## src/rtl/signed_seq_divider_pkg.sv

```systemverilog
// Shared ALU arithmetic definitions: sequencer state encoding for the divider.
package signed_seq_divider_pkg;

    typedef enum logic [1:0] {
        IDLE = 2'd0,
        CALC = 2'd1,
        FIX  = 2'd2,
        DONE = 2'd3
    } div_state_t;

endpackage

```

## src/rtl/signed_seq_divider_div_step.sv

```systemverilog
// One unsigned restoring division step: shift in a dividend bit, trial-subtract, keep or restore.
module div_step #(
    parameter int WIDTH = 32
) (
    input  logic [WIDTH:0] rem,
    input  logic           dvd_bit,
    input  logic [WIDTH:0] dvs,
    output logic [WIDTH:0] rem_next,
    output logic           q_bit
);

    logic [WIDTH:0] shifted;
    logic [WIDTH:0] diff;

    always_comb begin
        shifted  = {rem[WIDTH-1:0], dvd_bit};
        diff     = shifted - dvs;
        q_bit    = (shifted >= dvs);
        rem_next = q_bit ? diff : shifted;
    end

endmodule

```

## src/rtl/signed_seq_divider.sv

```systemverilog
// Sequential signed divider: magnitudes divided by WIDTH restoring steps, signs applied in FIX.
module signed_seq_divider
    import signed_seq_divider_pkg::*;
#(
    parameter int WIDTH = 32
) (
    input  logic             clk,
    input  logic             reset,
    input  logic             start,
    input  logic [WIDTH-1:0] A,
    input  logic [WIDTH-1:0] B,
    output logic [WIDTH-1:0] Quotient,
    output logic [WIDTH-1:0] Remainder,
    output logic             busy,
    output logic             done,
    output logic             div_by_zero,
    output logic             overflow
);

    localparam int CNT_W = $clog2(WIDTH + 1);
    localparam logic [WIDTH-1:0] MIN_VAL = {1'b1, {(WIDTH-1){1'b0}}};

    div_state_t       state, state_nxt;
    logic [CNT_W-1:0] cnt;
    logic [WIDTH-1:0] a_q;
    logic [WIDTH-1:0] dvd_q;
    logic [WIDTH-1:0] quo_q;
    logic [WIDTH:0]   dvs_q;
    logic [WIDTH:0]   rem_q;
    logic [WIDTH:0]   rem_nxt;
    logic             q_bit;
    logic             a_neg, b_neg, b_zero, ovf_q;

    function automatic logic [WIDTH-1:0] negate(input logic [WIDTH-1:0] x);
        return ~x + 1'b1;
    endfunction

    // The most negative value maps onto itself, which read unsigned is exactly 2^(WIDTH-1).
    function automatic logic [WIDTH-1:0] magnitude(input logic [WIDTH-1:0] x);
        return x[WIDTH-1] ? negate(x) : x;
    endfunction

    div_step #(.WIDTH(WIDTH)) u_step (
        .rem     (rem_q),
        .dvd_bit (dvd_q[WIDTH-1]),
        .dvs     (dvs_q),
        .rem_next(rem_nxt),
        .q_bit   (q_bit)
    );

    always_ff @(posedge clk) begin
        if (reset) state <= IDLE;
        else       state <= state_nxt;
    end

    always_comb begin
        state_nxt = state;
        busy      = 1'b0;
        done      = 1'b0;
        case (state)
            IDLE: if (start) state_nxt = CALC;
            CALC: begin
                busy = 1'b1;
                if (cnt == CNT_W'(WIDTH - 1)) state_nxt = FIX;
            end
            FIX: begin
                busy      = 1'b1;
                state_nxt = DONE;
            end
            DONE: begin
                busy      = 1'b1;
                done      = 1'b1;
                state_nxt = IDLE;
            end
            default: state_nxt = IDLE;
        endcase
    end

    // Operand capture, iteration, and sign fix-up; only visible results are cleared by reset.
    always_ff @(posedge clk) begin
        if (reset) begin
            cnt         <= '0;
            Quotient    <= '0;
            Remainder   <= '0;
            div_by_zero <= 1'b0;
            overflow    <= 1'b0;
        end else begin
            case (state)
                IDLE: if (start) begin
                    a_q    <= A;
                    a_neg  <= A[WIDTH-1];
                    b_neg  <= B[WIDTH-1];
                    b_zero <= (B == '0);
                    ovf_q  <= (A == MIN_VAL) && (B == '1);
                    dvd_q  <= magnitude(A);
                    dvs_q  <= {1'b0, magnitude(B)};
                    rem_q  <= '0;
                    cnt    <= '0;
                end
                CALC: begin
                    rem_q <= rem_nxt;
                    quo_q <= {quo_q[WIDTH-2:0], q_bit};
                    dvd_q <= {dvd_q[WIDTH-2:0], 1'b0};
                    cnt   <= cnt + CNT_W'(1);
                end
                FIX: begin
                    div_by_zero <= b_zero;
                    overflow    <= ovf_q;
                    if (b_zero) begin
                        Quotient  <= '1;
                        Remainder <= a_q;
                    end else begin
                        Quotient  <= (a_neg ^ b_neg) ? negate(quo_q) : quo_q;
                        Remainder <= a_neg ? negate(rem_q[WIDTH-1:0]) : rem_q[WIDTH-1:0];
                    end
                end
                default: ;
            endcase
        end
    end

endmodule

```

## config.mk

```make
export PLATFORM = sky130hd
export DESIGN_NAME = signed_seq_divider
export DESIGN_NICKNAME = d
export VERILOG_FILES = /design/src/rtl/signed_seq_divider_pkg.sv /design/src/rtl/signed_seq_divider_div_step.sv /design/src/rtl/signed_seq_divider.sv
export SDC_FILE = /design/constraint.sdc
export NUM_CORES = 1
export LEC_CHECK = 0
export ABC_AREA = 1
export ABC_CLOCK_PERIOD_IN_PS = 5700
export CORE_MARGIN = 3
export CORE_UTILIZATION = 59
export DETAILED_ROUTE_END_ITERATION = 7
export PLACE_DENSITY = 0.86
export SKIP_LAST_GASP = 1
export SLEW_MARGIN = 20
export SYNTH_ARGS = -nofsm -noshare
export SYNTH_HDL_FRONTEND = slang
export SYNTH_HIERARCHICAL = 1
export SYNTH_SLANG_ARGS = --single-unit
```

## constraint.sdc

```tcl
create_clock -name clk -period 5.7 [get_ports clk]
set_clock_uncertainty 0.15 [all_clocks]
set_input_delay 1.14 -clock clk [delete_from_list [all_inputs] [get_ports clk]]
set_output_delay 1.14 -clock clk [all_outputs]
set_load 0.03 [all_outputs]
```

**Yosys cells after proc, flatten, opt, wreduce, memory -nomap -nowiden**

Cells that the tools add are included.

- Register bits after elaboration: 238
- Latch bits: 0
- Memory bits (writable): 0
- Memory bits (read-only): 0
- Memories: 0

- $add $sub $neg: 6
- $mul: 0
- Divide/modulo/power cells: 0
- $lt $le $gt $ge: 1
- Equal/unequal tests: 8
- Shift operators: 0
- Mux-type cells: 18
- Bitwise logic cells: 6
- Reductions and logical operators: 10

Operators by type and width:

| kind | number |
|---|---|
| 32-bit two-way mux | 8 |
| 32-bit by 1-bit adder with 32-bit output, second input constant | 4 |
| 32-bit inverter | 4 |
| 32-bit one-hot mux with 2 select lines | 2 |
| 32-bit == test, second input constant | 2 |
| 33-bit by 32-bit >= comparator with 1-bit output | 1 |
| 32-bit zero test | 1 |
| 32-bit subtractor | 1 |
| 31-bit two-way mux | 1 |
| 6-bit one-hot mux with 2 select lines | 1 |
| 2-bit one-hot mux with 4 select lines | 1 |
| 6-bit by 1-bit adder with 6-bit output, second input constant | 1 |
| 6-bit by 5-bit == test with 1-bit output, second input constant | 1 |
| 6-bit two-way mux | 1 |
| 2-bit AND reduction | 3 |
| 3-bit AND reduction | 2 |
| 2-bit == test, second input constant | 2 |
| 2-bit two-way mux | 2 |
| 2-bit inequality test, second input constant | 2 |
| 3-bit OR reduction | 1 |
| 2-bit by 1-bit == test with 1-bit output, second input constant | 1 |
| 2-bit zero test | 1 |
| 1-bit two-way mux | 2 |
| 2-bit nonzero test | 1 |
| other kinds (3) | 3 |

**Logic depth before layout (Yosys ltp)**

- Depth after elaboration: 5
- Depth in mapped cells: 17
- Gate-level depth less buffers: 16

**Hierarchy**

Netlist, hierarchy kept.

Modules (own cells, without submodules):

| module | instances | cells each | area an instance (sq um) | seq. area each (sq um) |
|---|---|---|---|---|
| signed_seq_divider | 1 | 1,562 | 12,630.9 | 6,406.1 |
| div_step | 1 | 687 | 3,345.7 | 0.0 |

**Worst setup path before layout**

No wires, ideal clock.

- Path kind: input -> register
- Start point: in reset
- End point: reg a_q[0], enable pin
- Arrival time: 4,317 ps
- Path slack: 740 ps
- Stages: 3
- Path buffers: 2
- Path through: clkbuf_1 -> clkbuf_1 -> nor2_1

- Word-level cells in the longest chain between the ends: 2

Ends and longest elaborated chain:

| what | RTL line | text |
|---|---|---|
| from (decl) | signed_seq_divider.sv:8 | `input logic reset,` |
| 1-bit inverter (no source line) | - |  |
| 3-bit AND reduction (no source line) | - |  |
| to (signal assigned) | signed_seq_divider.sv:90 | `a_q <= A;` |
| to (decl) | signed_seq_divider.sv:25 | `logic [WIDTH-1:0] a_q;` |

No other way between the ends.
A chain may end at the register's enable or synchronous reset.

**Worst setup path after layout**

- Start point: reg state[0]
- End point: out busy

- Word-level cells in the longest chain between the ends: 3
- Elaborated cells between the ends (all ways): 5
- Those cells by class: eq/ne (3); mux (1); reduce/logical (1)

Ends and longest elaborated chain:

| what | RTL line | text |
|---|---|---|
| from (decl) | signed_seq_divider.sv:23 | `div_state_t state, state_nxt;` |
| from (signal assigned) | signed_seq_divider.sv:53 | `else state <= state_nxt;` |
| 2-bit == test / 2-bit by 1-bit == test with 1-bit output (equally long branches) | signed_seq_divider.sv:60 | `case (state)` |
| 3-bit OR reduction (no source line) (*) | - |  |
| 1-bit two-way mux (*) | signed_seq_divider.sv:60 |  |
| to (decl) | signed_seq_divider.sv:14 | `output logic busy,` |

Mark *: on every way between the ends. The rest lies on a longest branch, timed or not.

==> results summary <==
In the final layout, the share of cells above drive strength 1 is 0.06898. The final worst-path cycle share is 0.5799. The number of antenna violations at the first check in global routing came out at 0. The launch instance of the worst min-delay path is quo_q[1]. The global routing usage summed across all routing layers is 0.3052. The reg2reg setup slack is between 2000 and 2500 ps. The antenna diode count came out at 0. In this run the critical register-to-register path is launched from rem_q[4]. The critical path depth is 4. The number of max-cap violations came out at 0. The detailed-routing iteration count for the pre-antenna-repair pass is 6. The data arrival time of the critical path is 2020 ps. The flow ran to the end, and the final reports show no timing, DRC or antenna violations. The count of clock tree sinks came out at around 240. The routed design has 45.10 mm of wire. The die width is around 170 um. The I/O pin count is approximately 140. The worst-skew pair later-pin latency is 560 ps.

For this design the static power due to leakage is between 8 and 9 nW. The endpoint of the most critical register-to-register path is rem_q[1]. The final critical-path required period came out at 3305 ps. The most used cell along the critical path is sky130_fd_sc_hd__inv_1. At the pin with the least slew margin, the transition time is between 1000 and 1500 ps. The number of setup violations in the final report is 0. The number of endpoints with negative hold slack in the final report came to 0. Detailed placement finished with a half-perimeter wire length of between 30 and 40 mm. Buffers added to address setup during post-CTS repair amount to 0.

The global-route wire length before repair is between 70 and 80 mm. For this run, the slowest stage of the critical path takes ~660 ps. The initial utilization of the core area, before any placement, comes to 0.6041.

Summed over all layers, the global routing overflow is 0. The total clock buffers created by CTS is 27. The Yosys warning count is 6. Across all layers, the routed design uses 15.14k vias.

The global placer's final weighted congestion is ~0.98. The clock tree buffer depth is 3. The number of violations reported at the end of detailed-routing iteration 0 is about 1.6k. For this design, the CTS-stage hold fixing added 0 buffers. The number of nets still failing antenna checks after routing came out at 0. The area growth from synthesis to layout is 14.93%. The headroom to the max-slew limit is 0.2568. The critical path's slowest cell is sky130_fd_sc_hd__clkdlybuf4s50_1. The highest net fanout along the worst path came out at 4. The critical path is of the flop to primary output type. VDD sags by at most 0.3230 mV. The number of design rule violations left after detail routing is 0.

CTS built an H-tree with a depth of 1. The total power per unit cell area is around 420 nW/um2. Counting the fill cells in the layout gives 2217. In this design, the largest share of critical-path delay is due to buffers and inverters. The depth of the worst register-to-register path is 13. Traced cell by cell, the critical path runs through inv_1 -> ha_1 -> inv_1 -> clkdlybuf4s50_1. The critical path contains buffers and inverters numbering 3 combined. The post-CTS resize count came out at 0. STA classifies the critical path startpoint as a flop. The count of buffers added on input and output ports is 134. Counting every instance in the synthesized netlist gives between 2k and 2.5k. For hold timing, the worst endpoint is quo_q[2].

TritonCTS built the clock tree. The worst setup path is captured at a primary output. The mean instance size in the synthesized netlist came out at between 7 and 8 um2. For the final routed database, the setup TNS stands at 0 ps. The number of nets at the end of the flow is between 2k and 2.5k. Setup repair after global routing left no endpoint under its margin. The clock transition at the registers of the reported paths is approximately 60 ps. The mean number of vias per cell is 5.610. Summing all flip-flop and latch instances after layout gives 6376 um2. The area of the core is ~26000 um2. The path class of the tightest hold or removal check is flop to flop. The count of final max-slew check failures came out at 0. Data on the critical path is required at its endpoint by about 4400 ps. Entering global routing, the biggest net connects 69 pins. Along the worst hold path, the cell count comes to 0. The die covers about 29000 um2. The die is 170.0 um tall.

The combined area of all synthesized cells came out at 15880 um2. After detailed routing, the average wire length per cell comes to roughly 17 um. The area used by multi-input combinational logic came out at approximately 7800 um2. The number of global-route vias before repair came out at ~14k. Based on the critical path, the design can be clocked at up to 302.5 MHz. The post-layout total power came out at between 7 and 8 mW.

The post-synthesis net count is 2343. The standard-cell row count came out at 59. The tree is rooted in a sky130_fd_sc_hd__clkbuf_16.
==> per-stage QoR <==
stage | util | setup slack (ps) | cells | hold WS, ps | cell area [um2]
after global placement | 0.6626 | 2127 | 2648 | 283.0 | 17410
final | 0.6943 | 2395 | 2698 | 328.9 | 18250
after detailed placement | 0.6626 | 2078 | 2648 | 292.1 | 17410
after global routing | 0.6943 | 2152 | 2698 | 334.8 | 18250
after floorplan | - | 740.4 | 2232 | 276.4 | 15880
after CTS | 0.6943 | 2376 | 2698 | 315.0 | 18250
==> worst max-delay path by stage <==
stage	start	to	slack, ps
after floorplan	reset	a_q[0]	740
after CTS	state[1]	busy	2380
after global routing	rem_q[7]	rem_q[1]	2150
after detailed placement	start	rem_q[21]	2080
after global placement	start	rem_q[21]	2130
final	state[0]	busy	2390
==> area by class of cell <==
| class | instances | area share |
|---|---|---|
| Inverter | 370 | 0.07625 |
| Sequential cell | 237 | 0.3494 |
| Multi-Input combinational cell | 1560 | 0.4275 |
| Tap cell | 335 | 0.02297 |
| Clock buffer | 33 | 0.03826 |
| Clock inverter | 17 | 0.007474 |
| Timing Repair Buffer | 146 | 0.07817 |
==> sequential cells by signal, summed over array words and instances, names as in the netlist <==
signal / cells
b_zero: 1
a_q: 32
b_neg: 1
dvd_q: 32
rem_q: 32
div_by_zero: 1
Remainder: 32
ovf_q: 1
state: 2
dvs_q: 32
Quotient: 32
cnt: 6
quo_q: 32
overflow: 1
==> worst register-to-register path, stage by stage (launching register included) <==
cell	delay [ps]
sky130_fd_sc_hd__edfxtp_1	500
sky130_fd_sc_hd__ha_1	420
sky130_fd_sc_hd__nand2_1	180
sky130_fd_sc_hd__nor2_1	70
sky130_fd_sc_hd__nand2_1	120
sky130_fd_sc_hd__nor2_1	100
sky130_fd_sc_hd__nand2_1	90
sky130_fd_sc_hd__nand2_2	70
sky130_fd_sc_hd__nor2_4	630
sky130_fd_sc_hd__nand2_8	350
sky130_fd_sc_hd__nand2_1	170
sky130_fd_sc_hd__o21ai_0	90
sky130_fd_sc_hd__nand2_1	70
sky130_fd_sc_hd__inv_1	50
==> power breakdown <==
| part | internal, mW | switching [mW] | leakage [nW] | total (mW) |
|---|---|---|---|---|
| logic | 1.09 | 2.24 | 5.93 | 3.34 |
| registers | 2.35 | 0.305 | 2.13 | 2.65 |
| clock network | 0.925 | 0.716 | 0.402 | 1.64 |
==> cells in the final DEF (no fill, tap or decap), types with 4 or more instances in the layout <==
cell type                         count
sky130_fd_sc_hd__o21ai_1              6
sky130_fd_sc_hd__or2_2                8
sky130_fd_sc_hd__nand3_1            229
sky130_fd_sc_hd__nor3_1              21
sky130_fd_sc_hd__inv_1              363
sky130_fd_sc_hd__nor2_2              17
sky130_fd_sc_hd__nor2_4               8
sky130_fd_sc_hd__clkbuf_16           27
sky130_fd_sc_hd__a31oi_1             24
sky130_fd_sc_hd__nand2_1            645
sky130_fd_sc_hd__nand2_2             18
sky130_fd_sc_hd__clkbuf_1             6
sky130_fd_sc_hd__inv_2                6
sky130_fd_sc_hd__xnor2_1              9
sky130_fd_sc_hd__o21ai_0             64
sky130_fd_sc_hd__xor2_1              37
sky130_fd_sc_hd__and2_1               8
sky130_fd_sc_hd__edfxtp_1           163
sky130_fd_sc_hd__nand3_2             23
sky130_fd_sc_hd__ha_1                41
sky130_fd_sc_hd__clkinv_1             5
sky130_fd_sc_hd__o21bai_1             4
sky130_fd_sc_hd__o21ai_2             10
sky130_fd_sc_hd__clkinv_2             5
sky130_fd_sc_hd__nand4_1             32
sky130_fd_sc_hd__nor3_2               7
sky130_fd_sc_hd__nor2_1             225
sky130_fd_sc_hd__clkdlybuf4s50_1    133
sky130_fd_sc_hd__o211ai_1             6
sky130_fd_sc_hd__buf_4               12
sky130_fd_sc_hd__dfxtp_1             74
sky130_fd_sc_hd__a21oi_1             71
sky130_fd_sc_hd__nand3b_1            16
sky130_fd_sc_hd__or2_1                5
==> metal layers <==
layer  part of all wire  track usage
met4              0.024      0.07231
met3              0.077      0.03159
met1               0.44       0.4426
met2               0.46       0.4963
met5                  0            0
(Power assumes the default switching activity.)
